===== config.mk =====
export PLATFORM = sky130hd
export DESIGN_NAME = i2c_entity
export DESIGN_NICKNAME = d
export VERILOG_FILES = /design/src/rtl/i2c_entity.sv
export SDC_FILE = /design/constraint.sdc
export NUM_CORES = 1
export LEC_CHECK = 0
export ABC_CLOCK_PERIOD_IN_PS = 2590
export BUFFER_PORTS_ARGS = -buffer_cell sky130_fd_sc_hd__buf_2
export CAP_MARGIN = 15
export CORE_MARGIN = 8
export CORE_UTILIZATION = 53
export CTS_CLUSTER_SIZE = 12
export DETAILED_ROUTE_END_ITERATION = 10
export GPL_TIMING_DRIVEN = 0
export PLACE_DENSITY_LB_ADDON = 0.25
export SYNTH_ARGS = -nofsm -noshare
export SYNTH_HDL_FRONTEND = slang
export SYNTH_SLANG_ARGS = --single-unit

===== constraint.sdc =====
create_clock -name clock -period 2.59 [get_ports clock]
set_input_delay 0.3885 -clock clock [delete_from_list [all_inputs] [get_ports clock]]
set_output_delay 0.3885 -clock clock [all_outputs]
set_load 0.03 [all_outputs]

===== src/rtl/i2c_entity.sv =====
// I2C master for 16-bit-register read/write transactions. The bus is paced by a quarter-period down-counter.
// Optional clock stretching is enabled by defining I2C_CLOCK_STRETCH_EN.
module i2c_entity #(
    parameter int unsigned QUARTER_DIV = 1
) (
    input  logic        clock,
    input  logic        reset,
    input  logic        start,
    input  logic        is_read,
    input  logic [6:0]  slave_adress,
    input  logic [15:0] register_address,
    input  logic [9:0]  nb_of_bytes,
    input  logic [7:0]  data_in,
    input  logic        SCL_in,
    input  logic        SDA_in,
    output logic [15:0] data_out,
    output logic        ready,
    output logic        error_out,
    output logic        SCL_out,
    output logic        SDA_out,
    output logic        SCL_t,
    output logic        SDA_t
);
    typedef enum logic [3:0] {
        IDLE, START, ADDR, ADDR_ACK, REG_HI, REG_LO, REG_ACK, WR_DATA, WR_ACK,
        RESTART, ADDR_RD, ADDR_RD_ACK, RD_DATA, M_ACK, STOP
    } state_t;

    localparam logic [9:0] Q_LOAD = 10'(QUARTER_DIV - 1);

    state_t      state;
    logic [1:0]  qtr;
    logic [1:0]  last_q;
    logic [9:0]  q_cnt;
    logic [2:0]  bit_cnt;
    logic [7:0]  tx_sh;
    logic [7:0]  rx_sh;
    logic [9:0]  byte_cnt;
    logic        lat_read;
    logic [6:0]  lat_addr;
    logic [15:0] lat_reg;
    logic        lo_phase;
    logic        ack_smp;
    logic        start_d;
    logic        scl_r;
    logic        sda_r;
    logic        freeze;

`ifdef I2C_CLOCK_STRETCH_EN
    assign freeze = scl_r & ~SCL_in;
`else
    logic unused_scl_in;
    assign unused_scl_in = SCL_in;
    assign freeze = 1'b0;
`endif

    assign SCL_out = scl_r;
    assign SCL_t   = scl_r;
    assign SDA_out = sda_r;
    assign SDA_t   = sda_r;

    // START has two quarters, RESTART/STOP three, every bit cell four
    always_comb begin
        case (state)
            START:         last_q = 2'd1;
            RESTART, STOP: last_q = 2'd2;
            default:       last_q = 2'd3;
        endcase
    end

    always_ff @(posedge clock or negedge reset) begin
        if (!reset) begin
            state     <= IDLE;
            qtr       <= 2'd0;
            q_cnt     <= Q_LOAD;
            bit_cnt   <= 3'd0;
            tx_sh     <= 8'h00;
            rx_sh     <= 8'h00;
            byte_cnt  <= 10'd0;
            lat_read  <= 1'b0;
            lat_addr  <= 7'd0;
            lat_reg   <= 16'h0000;
            lo_phase  <= 1'b0;
            ack_smp   <= 1'b1;
            start_d   <= 1'b0;
            scl_r     <= 1'b1;
            sda_r     <= 1'b1;
            data_out  <= 16'h0000;
            ready     <= 1'b1;
            error_out <= 1'b0;
        end else begin
            start_d <= start;
            if (state == IDLE) begin
                if (start && !start_d) begin
                    lat_read  <= is_read;
                    lat_addr  <= slave_adress;
                    lat_reg   <= register_address;
                    byte_cnt  <= nb_of_bytes;
                    lo_phase  <= 1'b0;
                    ready     <= 1'b0;
                    error_out <= 1'b0;
                    state     <= START;
                    qtr       <= 2'd0;
                    q_cnt     <= Q_LOAD;
                end
            end else if (!freeze) begin
                if (q_cnt != 10'd0) begin
                    q_cnt <= q_cnt - 10'd1;
                end else begin
                    q_cnt <= Q_LOAD;
                    if (qtr != last_q) begin
                        qtr <= qtr + 2'd1;
                        case (state)
                            START:   sda_r <= 1'b0;
                            RESTART: if (qtr == 2'd0) scl_r <= 1'b1; else sda_r <= 1'b0;
                            STOP:    if (qtr == 2'd0) scl_r <= 1'b1; else sda_r <= 1'b1;
                            default: begin
                                if (qtr == 2'd1) scl_r <= 1'b1;
                                if (qtr == 2'd2) begin
                                    ack_smp <= SDA_in;
                                    if (state == RD_DATA) rx_sh <= {rx_sh[6:0], SDA_in};
                                end
                            end
                        endcase
                    end else begin
                        // end of cell: SCL drops and SDA takes the next cell's level
                        qtr   <= 2'd0;
                        scl_r <= 1'b0;
                        case (state)
                            START: begin
                                state <= ADDR; tx_sh <= {lat_addr, 1'b0};
                                sda_r <= lat_addr[6]; bit_cnt <= 3'd7;
                            end
                            ADDR, REG_HI, REG_LO, WR_DATA, ADDR_RD: begin
                                if (bit_cnt != 3'd0) begin
                                    bit_cnt <= bit_cnt - 3'd1;
                                    tx_sh   <= {tx_sh[6:0], 1'b0};
                                    sda_r   <= tx_sh[6];
                                end else begin
                                    sda_r <= 1'b1;
                                    case (state)
                                        ADDR:           state <= ADDR_ACK;
                                        REG_HI, REG_LO: state <= REG_ACK;
                                        WR_DATA:        state <= WR_ACK;
                                        default:        state <= ADDR_RD_ACK;
                                    endcase
                                end
                            end
                            ADDR_ACK, REG_ACK, WR_ACK, ADDR_RD_ACK: begin
                                if (ack_smp) begin
                                    error_out <= 1'b1; state <= STOP; sda_r <= 1'b0;
                                end else begin
                                    case (state)
                                        ADDR_ACK: begin
                                            state <= REG_HI; tx_sh <= lat_reg[15:8];
                                            sda_r <= lat_reg[15]; bit_cnt <= 3'd7;
                                        end
                                        REG_ACK: begin
                                            if (!lo_phase) begin
                                                lo_phase <= 1'b1; state <= REG_LO; tx_sh <= lat_reg[7:0];
                                                sda_r <= lat_reg[7]; bit_cnt <= 3'd7;
                                            end else if (byte_cnt == 10'd0) begin
                                                state <= STOP; sda_r <= 1'b0;
                                            end else if (lat_read) begin
                                                state <= RESTART; sda_r <= 1'b1;
                                            end else begin
                                                state <= WR_DATA; tx_sh <= data_in;
                                                sda_r <= data_in[7]; bit_cnt <= 3'd7;
                                            end
                                        end
                                        WR_ACK: begin
                                            byte_cnt <= byte_cnt - 10'd1;
                                            if (byte_cnt == 10'd1) begin
                                                state <= STOP; sda_r <= 1'b0;
                                            end else begin
                                                state <= WR_DATA; tx_sh <= data_in;
                                                sda_r <= data_in[7]; bit_cnt <= 3'd7;
                                            end
                                        end
                                        default: begin
                                            state <= RD_DATA; sda_r <= 1'b1; bit_cnt <= 3'd7;
                                        end
                                    endcase
                                end
                            end
                            RD_DATA: begin
                                if (bit_cnt != 3'd0) begin
                                    bit_cnt <= bit_cnt - 3'd1;
                                end else begin
                                    data_out <= {data_out[7:0], rx_sh};
                                    state    <= M_ACK;
                                    sda_r    <= (byte_cnt == 10'd1);
                                end
                            end
                            M_ACK: begin
                                byte_cnt <= byte_cnt - 10'd1;
                                if (byte_cnt == 10'd1) begin
                                    state <= STOP; sda_r <= 1'b0;
                                end else begin
                                    state <= RD_DATA; sda_r <= 1'b1; bit_cnt <= 3'd7;
                                end
                            end
                            RESTART: begin
                                state <= ADDR_RD; tx_sh <= {lat_addr, 1'b1};
                                sda_r <= lat_addr[6]; bit_cnt <= 3'd7;
                            end
                            STOP: begin
                                state <= IDLE; scl_r <= 1'b1; ready <= 1'b1;
                            end
                            default: state <= IDLE;
                        endcase
                    end
                end
            end
        end
    end
endmodule


## Word-level counts from Yosys, hierarchy flattened

Index checks and enable logic that the tools add are counted.

| cells by class | value |
|---|---|
| add/subtract/negate cells | 4 |
| eq/ne operators | 40 |
| muxes and demuxes | 81 |
| bitwise gates (word level) | 5 |
| reduce and logical (&&, ||, !) cells | 36 |

Operators with widths:

| operator | count |
|---|---|
| 10-bit two-way mux | 9 |
| 4-bit two-way mux | 11 |
| 7-bit two-way mux | 6 |
| 1-bit two-way mux | 31 |
| 4-bit == test, second input constant | 7 |
| 7-bit case mux with 4 select lines | 1 |
| 5-bit AND reduction | 5 |
| 3-bit != test, second input constant | 8 |
| 4-bit case mux with 3 select lines | 2 |
| 4-bit case mux with 6 select lines | 1 |
| 7-bit case mux with 3 select lines | 1 |
| 10-bit case mux with 2 select lines | 1 |
| 10-bit by 1-bit subtractor with 10-bit output, second input constant | 2 |
| 3-bit two-way mux | 6 |
| 6-bit AND reduction | 3 |
| 4-bit by 3-bit == test with 1-bit output, second input constant | 4 |
| 4-bit != test, second input constant | 3 |
| 3-bit case mux with 4 select lines | 1 |
| 10-bit by 1-bit == test with 1-bit output, second input constant | 1 |
| 10-bit logical NOT | 1 |
| 2-bit two-way mux | 5 |
| 2-bit != test, second input constant | 5 |
| 10-bit AND reduction | 1 |
| 10-bit nonzero test | 1 |
| other kinds (33) | 50 |

| word-level totals | value |
|---|---|
| flip-flop bits (word level) | 91 |
| bits of input ports | 47 |
| output and inout bits | 22 |
| word-level logic and storage cells | 184 |

## Depth between registers and ports, before layout

| depth | value |
|---|---|
| depth after elaboration | 9 |
| depth in mapped cells | 10 |
| depth with buffers taken out | 8 |

## Worst setup path after synthesis

Ideal clock, no wire load.

| timing | value |
|---|---|
| path kind | register -> register |
| from | register q_cnt[0] |
| to | register tx_sh[0] |
| library setup time | 125 ps |
| arrival time | 2154 ps |
| required time | 2465 ps |
| slack | 312 ps |
| stages on the path, launching flop included | 9 |
| buffers on the path | 0 |
| cell sequence | dfrtp_1 inv_1 ha_1 nor3b_1 nand3_1 nor2_1 o2111a_2 o311ai_2 mux2_2 |

| between the ends | value |
|---|---|
| word-level cells in the longest chain between the ends | 3 |

Ends and longest elaborated chain:

| what | RTL line | text |
|---|---|---|
| start: declaration | 34 | `logic [9:0] q_cnt;` |
| start signal: assignment | 108 | `q_cnt <= q_cnt - 10'd1;` |
| 10-bit nonzero test | 107 | `if (q_cnt != 10'd0) begin` |
| 1-bit NOT (no line) | - |  |
| 10-bit AND reduction (no line) | - |  |
| end signal: assignment | 137 | `tx_sh <= {tx_sh[6:0], 1'b0};` |
| end: declaration | 36 | `logic [7:0] tx_sh;` |

No other way between the ends.
A chain may end at the register's enable or synchronous reset.

## Worst setup path in the final report

| timing | value |
|---|---|
| from | register state[1] |
| to | register state[1] |

| between the ends | value |
|---|---|
| word-level cells in the longest chain between the ends | 8 |

Ends and longest elaborated chain:

| what | RTL line | text |
|---|---|---|
| start: declaration | 31 | `state_t state;` |
| start signal: assignment | 73 | `state <= IDLE;` |
| start signal: assignment | 102 | `state <= START;` |
| start signal: assignment | 131 | `state <= ADDR; tx_sh <= {lat_addr, 1'b0};` |
| 4-bit by 3-bit == test with 1-bit output | 129, 141 |  |
| 2-bit OR reduction | 141 | `case (state)` |
| 4-bit case mux with 3 select lines | 141 |  |
| 4-bit two-way mux | 135 | `if (bit_cnt != 3'd0) begin` |
| 4-bit case mux with 6 select lines | 129 | `case (state)` |
| 4-bit two-way mux | 111 | `if (qtr != last_q) begin` |
| 4-bit two-way mux | 107 |  |
| 4-bit two-way mux | 93 | `if (state == IDLE) begin` |

Parallel ways exist; a longest one is shown, timed or not. The select of a mux whose other input is x is not followed.

==> flow_metrics.env <==
export IMPL_clk_latency_ns=0.37
export IMPL_grt_pass1_wl_microns=24200
export IMPL_cts_tree="built"
export IMPL_cts_max_path_buffers=2
export IMPL_startpoint_type="flop"
export IMPL_powerDensity_nw_per_um2=428
export IMPL_crit_type="flop to flop"
export IMPL_syn_area_sq_um=5320
export IMPL_yosys_warnings=0
export IMPL_maxSlewHeadroom_pct=59.1
export IMPL_cts_root_buf="clkbuf_8"
export IMPL_async_flop_share_pct=100
export IMPL_die_area_sq_um=13500
export IMPL_ys_top_cells_by_count="107 x nand2_1, 87 x dfrtp_1, 47 x a21oi_1, 46 x o21ai_0, 37 x nor2_1"
export IMPL_pin_count=69
export IMPL_grt_overflow=0
export IMPL_netlist_top_cells_area="dfrtp_1 41%, nand2_1 7.5%, mux2_2 4.7%"
export IMPL_place_congestion=0.950
export IMPL_synth_nets=642
export IMPL_grt_use_total_pct=22.6
export IMPL_pre_cts_ws_ns=-0.411
export IMPL_clock_sinks=91
export IMPL_htree_levels=3
export IMPL_setup_viol=0
export IMPL_final_hold_worst_slack_ns=-0.00669
export IMPL_timing_critical_path_arrival_ns=2.77
export IMPL_skew_ns=0.0159
export IMPL_ys_types=69
export IMPL_final_max_slew_viol_count=0
export IMPL_synth_avg_cell_area_sq_um=9.09
export IMPL_ys_ff_latch=91
export IMPL_end_kind="flop"
export IMPL_detail_route_wirelength_microns=14600
export IMPL_period_share_pct=97.1
export IMPL_die_h_microns=116
export IMPL_ys_seq_area_share_pct=42.9
export IMPL_cts_buffers=9
export IMPL_hp_class="primary input to asynchronous set/reset pin"
export IMPL_max_freq_mhz=398
export IMPL_setup_ws_ns=0.0763
export IMPL_start_util_pct=54.4
export IMPL_yosysMostFrequentCell="nand2_1"
export IMPL_synthFlopType="dfrtp_1"
export IMPL_fp_row_count=36
export IMPL_antenna_found_initial=0
export IMPL_drcViolationCount=0
export IMPL_status="finished, violations left"
export IMPL_ant_nets=0
export IMPL_syn_to_final_growth_pct=16.4
export IMPL_synth_largest_area_cell="dfrtp_1"
export IMPL_synth_top_area_share_pct=40.9
export IMPL_drt_pass1_iterations=5
export IMPL_hpwlAfterDp_microns=10700
export IMPL_drt_wirelength_per_cell_microns=18.2
export IMPL_maxCapViolations=0
export IMPL_tightestPinTransition_ns=0.613
export IMPL_synthCells=585
export IMPL_grt_max_degree=51
export IMPL_ir_worst_vdd_mv=0.281
export IMPL_crit_required_ns=2.85
export IMPL_via_count=4840
export IMPL_vias_per_cell=6.01
export IMPL_worstPathMaxFanout=10
export IMPL_finalHoldViolCount=5
export IMPL_violations="hold timing"
export IMPL_drt_iter0_markers=428
export IMPL_core_sq_um=9770
export IMPL_synth_edf_count=0
export IMPL_nNetsFinal=724
export IMPL_drive_gt1_share_pct=25.0
export IMPL_grt_pass1_vias=4873
export IMPL_clk_pin_slew_ns=0.10
export IMPL_antenna_cells=0
export IMPL_port_buffers=67
export IMPL_p_leak_nw=2.84
export IMPL_p_total_mw=2.65
export IMPL_period_minus_slack_ns=2.51
export IMPL_die_width_microns=116
timing repair:
item,4_1_cts,5_1_grt
setup buffers,0,3
gates cloned,0,0
pin swaps,0,1
setup endpoints to repair,30,54
hold buffers,0,0
resized for setup,6,26
cell usage in the layout, fill, tap and decap left out, drive strengths merged, types with 4 or more instances in the layout:
cell / netlist / routed
a32o: 7 / 7
nor3b: 11 / 11
nor2: 38 / 38
nand3: 10 / 10
o21ai: 47 / 47
and3: 7 / 7
ha: 10 / 10
a222oi: 6 / 6
o211ai: 6 / 6
or3: 4 / 4
inv: 17 / 18
a211oi: 4 / 4
dfstp: 4 / 4
nand2: 107 / 107
nor3: 10 / 10
nor2b: 8 / 8
o31ai: 4 / 4
dfrtp: 87 / 87
nand2b: 9 / 9
buf: 17 / 84
o22ai: 9 / 9
a22oi: 8 / 8
a221oi: 7 / 7
a31oi: 4 / 4
clkbuf: 17 / 30
a21oi: 47 / 47
mux2: 33 / 33
per-stage QoR:
stage                     util [%]  area [sq um]  TNS [ns]  instances
after floorplan                  -          5320         0        585
after global routing          63.4          6190  -0.00619        805
after detailed placement      59.9          5850     -4.85        786
after global placement        59.6          5820     -5.68        785
after CTS                     62.5          6110         0        802
final                         63.4          6190         0        805
power breakdown:
| part | total [mW] | switching (mW) | internal, mW |
|---|---|---|---|
| combinational | 0.0994 | 0.0564 | 0.0430 |
| clock | 1.09 | 0.540 | 0.550 |
| sequential | 1.46 | 0.0170 | 1.44 |
| total | 2.65 | 0.613 | 2.04 |
final timing paths:
path	cells past startpoint	start	slack, ns	end
setup / recovery	7	state[1]	0.08	state[1]
hold / removal	1	reset	-0.007	q_cnt[7]
setup reg to reg	7	state[1]	0.08	state[1]
hold reg to reg	2	lat_reg[14]	0.48	lat_reg[14]
max in group asynchronous	2	reset	1.93	ready
min in group clock	1	start	0.15	start_d
per-layer routing:
layer / vias up / GRT usage [%] / share of wire (%)
met4: 0 / 7.26 / 1.8
met2: 200 / 37.3 / 47
met5: - / 0 / 0
li1: 2295 / - / -
met3: 21 / 3.67 / 6.7
met1: 2324 / 29.6 / 44
kinds of logic (layout without fill, tap and decap cells):
kind of cell               Yosys count  after routing  share of synthesized area, %
adders and majority gates           10             10                          2.35
buffers and inverters               51            138                          4.40
AOI/OAI and AO/OA                  169            169                          20.7
DFF                                 91             91                          42.9
muxes                               36             36                          8.25
and+or+nand+nor                    226            226                          21.0
xor gates and xnor gates             2              2                         0.329
critical path: stages (launching register included):
cell       delay (ns)
dfrtp_1          0.43
clkbuf_4         0.25
buf_2            0.25
inv_1            0.08
clkbuf_1         0.27
a2111oi_1        0.53
o221ai_1         0.25
mux2_1           0.34
final cells by class:
type / count / area, sq um
fillers: 858 / 3580
clock buffers: 9 / 124
clock inverters: 7 / 101
inverters: 17 / 63.8
plain buffers: 34 / 186
well taps: 133 / 166
flip-flops and latches: 91 / 2280
multi-input cells: 443 / 2880
repair buffers: 71 / 388
Power figures use the tool's default switching activity.
